[src/rtl/counter_segments_driver.sv]
// Counts rising edges of a debounced switch and shows the 8-bit count
// as two hex digits on a pair of 7-segment displays.
//
// Ports:
//   i_Clk              system clock, all state on its rising edge
//   i_Reset            synchronous active-high reset
//   i_debouncedSignal  debounced switch level, synchronous to i_Clk
//   segLED_1A..1G      display 1 (left, high nibble) segment pins
//   segLED_2A..2G      display 2 (right, low nibble) segment pins
//
// ACTIVE_LOW=1 drives a lit segment as 0; ACTIVE_LOW=0 drives it as 1.
module counter_segments_driver #(
    parameter int unsigned ACTIVE_LOW = 1
) (
    input  logic i_Clk,
    input  logic i_Reset,
    input  logic i_debouncedSignal,
    output logic segLED_1A,
    output logic segLED_1B,
    output logic segLED_1C,
    output logic segLED_1D,
    output logic segLED_1E,
    output logic segLED_1F,
    output logic segLED_1G,
    output logic segLED_2A,
    output logic segLED_2B,
    output logic segLED_2C,
    output logic segLED_2D,
    output logic segLED_2E,
    output logic segLED_2F,
    output logic segLED_2G
);

    // XOR mask turning "1 = lit" segment bits into pin levels.
    localparam logic [6:0] PinMask  = (ACTIVE_LOW != 0) ? 7'h7F : 7'h00;
    localparam logic [6:0] ZeroPins = 7'b1111110 ^ PinMask;

    logic       r_Prev;
    logic [7:0] r_Count;
    logic [6:0] r_Seg1;
    logic [6:0] r_Seg2;

    logic       rise;
    logic [6:0] nextSeg1;
    logic [6:0] nextSeg2;

    // Segment bits ordered A..G, MSB = A, 1 = lit.
    function automatic logic [6:0] decodeHex(input logic [3:0] nibble);
        logic [6:0] lit;
        lit = 7'b0000000;
        unique case (nibble)
            4'h0: lit = 7'b1111110;
            4'h1: lit = 7'b0110000;
            4'h2: lit = 7'b1101101;
            4'h3: lit = 7'b1111001;
            4'h4: lit = 7'b0110011;
            4'h5: lit = 7'b1011011;
            4'h6: lit = 7'b1011111;
            4'h7: lit = 7'b1110000;
            4'h8: lit = 7'b1111111;
            4'h9: lit = 7'b1111011;
            4'hA: lit = 7'b1110111;
            4'hB: lit = 7'b0011111;
            4'hC: lit = 7'b1001110;
            4'hD: lit = 7'b0111101;
            4'hE: lit = 7'b1001111;
            4'hF: lit = 7'b1000111;
        endcase
        return lit;
    endfunction

    assign rise = i_debouncedSignal & ~r_Prev;

    // Segments are decoded from the registered count, so the display
    // trails the count by one clock and never sees the raw input.
    always_comb begin
        nextSeg1 = decodeHex(r_Count[7:4]) ^ PinMask;
        nextSeg2 = decodeHex(r_Count[3:0]) ^ PinMask;
    end

    // Prev is loaded from the input even during reset, so a switch held
    // high across reset release does not register as a new press.
    always_ff @(posedge i_Clk) begin
        if (i_Reset) begin
            r_Prev  <= i_debouncedSignal;
            r_Count <= 8'h00;
            r_Seg1  <= ZeroPins;
            r_Seg2  <= ZeroPins;
        end else begin
            r_Prev <= i_debouncedSignal;
            if (rise) begin
                r_Count <= r_Count + 8'd1;
            end
            r_Seg1 <= nextSeg1;
            r_Seg2 <= nextSeg2;
        end
    end

    assign {segLED_1A, segLED_1B, segLED_1C, segLED_1D,
            segLED_1E, segLED_1F, segLED_1G} = r_Seg1;
    assign {segLED_2A, segLED_2B, segLED_2C, segLED_2D,
            segLED_2E, segLED_2F, segLED_2G} = r_Seg2;

endmodule

[config.mk]
export PLATFORM = sky130hd
export DESIGN_NAME = counter_segments_driver
export DESIGN_NICKNAME = d
export VERILOG_FILES = /design/src/rtl/counter_segments_driver.sv
export SDC_FILE = /design/constraint.sdc
export NUM_CORES = 1
export LEC_CHECK = 0
export ABC_AREA = 1
export ABC_CLOCK_PERIOD_IN_PS = 2600
export CAP_MARGIN = 20
export CORE_ASPECT_RATIO = 1.2
export CORE_MARGIN = 2
export CORE_UTILIZATION = 59
export DETAILED_ROUTE_END_ITERATION = 6
export PLACE_DENSITY_LB_ADDON = 0.05
export RECOVER_POWER = 25
export SYNTH_ARGS = -nofsm -noshare
export SYNTH_HDL_FRONTEND = slang
export SYNTH_SLANG_ARGS = --single-unit
[constraint.sdc]
create_clock -name i_Clk -period 2.6 [get_ports i_Clk]
set_input_delay 0.52 -clock i_Clk [delete_from_list [all_inputs] [get_ports i_Clk]]
set_output_delay 0.52 -clock i_Clk [all_outputs]
set_load 0.02 [all_outputs]
==> qor.yml <==
run_status: "finished, final reports clean"
post_synth_instance_area_sq_um: 1670
critPathMostFrequentCell: "sky130_fd_sc_hd__nand2_1"
synthCells: 204
tritoncts: "yes"
finalNetCount: 246
overall_die_area_sq_um: 3270
place.detailed.hpwl_microns: 2160
preCtsSetupSlack_ps: 88.3
post_cts_resize_count: 0
final.min_clock_period_ps: 2240
port_buffers: 16
worst-r2r-setup-slack_ps: 640
critical_path.cell_chain: "dlygate4sd3_1 > nand2_2 > nor2_4 > nand2_1 > nand2_1 > nand3_1 > inv_1 > ha_1 > nand4_1 > nand3_1 > nand2_1"
synth_area_per_cell_sq_um: 8.18
route.detailed.wl_per_inst_microns: 10.8
setup.worst_path.class: "input port to register"
detail_route.drc_violations: 0
drtIter0Drc: 53
synth_largest_type_area_fraction_pct: 44.4
ys.flop_type: "sky130_fd_sc_hd__dfxtp_1"
yosys_warnings: 0
final.setup_skew_ps: 14.9
numCtsBuffers: 5
place_congestion: 0.839
core_region_area_sq_um: 2730
grt_antenna_before_repair: 0
vias_in_the_first_global_route: 1261
worst_path_dominant_cell_family: "simple AND/OR/NAND/NOR gates"
final.setup.worst_slack_ps: 362
p_per_area_nw_per_um2: 584
global_routing_usage_summed_across_all_routing_layers_pct: 20.2
most_frequent_cell_after_synthesis: "sky130_fd_sc_hd__nand2_1"
die-width_microns: 52.6
synth_seq_cells: 37
drt_pre_antenna_iters: 4
drtAntennaViolNets: 0
cp_startpoint_kind: "input port"
number_of_rows_in_the_core_area: 21
layout-drive-gt1-share_pct: 12.7
ys_top_cells_by_area: "sky130_fd_sc_hd__dfxtp_1 (44%), sky130_fd_sc_hd__nand2_1 (12%), sky130_fd_sc_hd__ha_1 (11%)"
grt_start_max_net_pins: 14
worst_ep_required_time_ps: 2840
first_pass_grt_wire_length_microns: 5020
tightestPinTransition_ps: 377
synth-seq-area-share_pct: 44.4
synth_top_cells_by_count: "sky130_fd_sc_hd__nand2_1 (53), sky130_fd_sc_hd__dfxtp_1 (37), sky130_fd_sc_hd__nor2_1 (21), sky130_fd_sc_hd__inv_1 (20), sky130_fd_sc_hd__nand3_1 (20)"
ctsHoldBuffers: 0
slew_headroom_pct: 74.9
critPathBufInv: 2
chipHeight_microns: 62.3
finalSetupTns_ps: 0
end_kind: "register"
rsz0062_at_grt: "false"
total_number_of_h_tree_levels: 2
post-synth-top-area-cell: "sky130_fd_sc_hd__dfxtp_1"
setup_viol_count_final: 0
async_reset_ff_share_pct: 0
slew_viol_final: 0
post-cts-setup-buffer-count: 0
vias_per_cell: 5.13
report.final.hold_viol_count: 0
boundaryPins: 17
cts_buffer_depth: 2
cp_max_fo: 7
grt_total_ovfl: 0
synth_edf_count: 0
cts-root-buf: "sky130_fd_sc_hd__clkbuf_4"
final_period_util_pct: 86.1
path_clk_slew_ps: 110
vdd.ir_drop.worst_v: 0.000554
cap_violations: 0
p_leak_uw: 0.000876
clock_latency_on_the_worst_skew_pair_ps: 340
antennaDiodeCount: 0
num_vias: 1350
ys_types: 24
drt_wl_total_microns: 2840
stage_delay_of_the_slowest_cell_on_the_critical_path_ps: 630
syn_nets: 222
crit_slowest_cell: "sky130_fd_sc_hd__dlygate4sd3_1"
max_freq_mhz: 447
areaGrowthSynthToFinish_pct: 18.9
cts.sink_count: 37
holdCritPathClass: "register to register"
worst-endpoint-arrival_ps: 2480
start_util_pct: 61.1
final timing paths:
path                startpoint        end  cells after the start
max          i_debouncedSignal   register                     11
min                   register  r_Seg2[4]                      1
max reg2reg         r_Count[0]   register                     11
min reg2reg           register  r_Seg2[4]                      1
where the power goes:
group	total, uW	switching (uW)	internal [uW]
registers	589	6.20	583
clock network	498	196	303
logic	71.2	43.7	27.5
logic make-up after synthesis:
| group | after synthesis | synth area share (%) |
|---|---|---|
| adders and majority gates | 15 | 11.2 |
| DFF | 37 | 44.4 |
| AOI/OAI and AO/OA | 9 | 3.52 |
| and+or+nand+nor | 118 | 35.2 |
| buffers and inverters | 25 | 5.70 |
placed cells by master (no fill, tap or decap), types with 2 or more instances in the layout:
master                            netlist  routed
sky130_fd_sc_hd__nand3_2                2       2
sky130_fd_sc_hd__inv_1                 20      20
sky130_fd_sc_hd__bufinv_16              0       2
sky130_fd_sc_hd__ha_1                  15      15
sky130_fd_sc_hd__or2_2                  2       2
sky130_fd_sc_hd__dlygate4sd3_1          0       2
sky130_fd_sc_hd__nand2_1               53      53
sky130_fd_sc_hd__inv_2                  3       3
sky130_fd_sc_hd__nor2_1                21      21
sky130_fd_sc_hd__o21ai_0                5       5
sky130_fd_sc_hd__nand4_1                7       7
sky130_fd_sc_hd__o21ai_2                2       2
sky130_fd_sc_hd__clkdlybuf4s50_1        0      14
sky130_fd_sc_hd__nor2_4                 4       4
sky130_fd_sc_hd__clkbuf_4               0       5
sky130_fd_sc_hd__nand3_1               20      20
sky130_fd_sc_hd__clkbuf_1               1       2
sky130_fd_sc_hd__nand3_4                2       2
sky130_fd_sc_hd__dfxtp_1               37      37
sky130_fd_sc_hd__nand2_2                2       2
stage by stage:
step	std cells	hold slack, ps	instance area, sq um	total power (uW)	util, %
3_5_place_dp	255	360	1890	675	69.0
4_1_cts	263	383	1990	1170	72.9
2_1_floorplan	204	351	1670	648	-
3_3_place_gp	255	363	1890	672	69.0
6_report	263	375	1980	1160	72.6
5_1_grt	263	393	1980	1200	72.6
per-layer routing:
metal	track usage (%)	wire, microns
met2	34.7	1440
met5	0	0
met1	22.3	1190
met4	7.69	54
met3	6.73	146
worst reg2reg max path, delay by kind of cell (launching register included):
kind | cells | cell delay, ps
and+or+nand+nor | 7 | 850
DFF | 1 | 390
buffers and inverters | 2 | 210
adders and majority gates | 2 | 420
cell type report:
type	instances	area, sq um
clock buffer	5	37.5
clock inverter	3	68.8
fill	215	748
inverter	23	86.3
multi-input combinational	142	833
sequential	37	741
tap	34	42.5
timing repair buffer	19	175
Note: power is estimated with default switching activity, not from simulation.
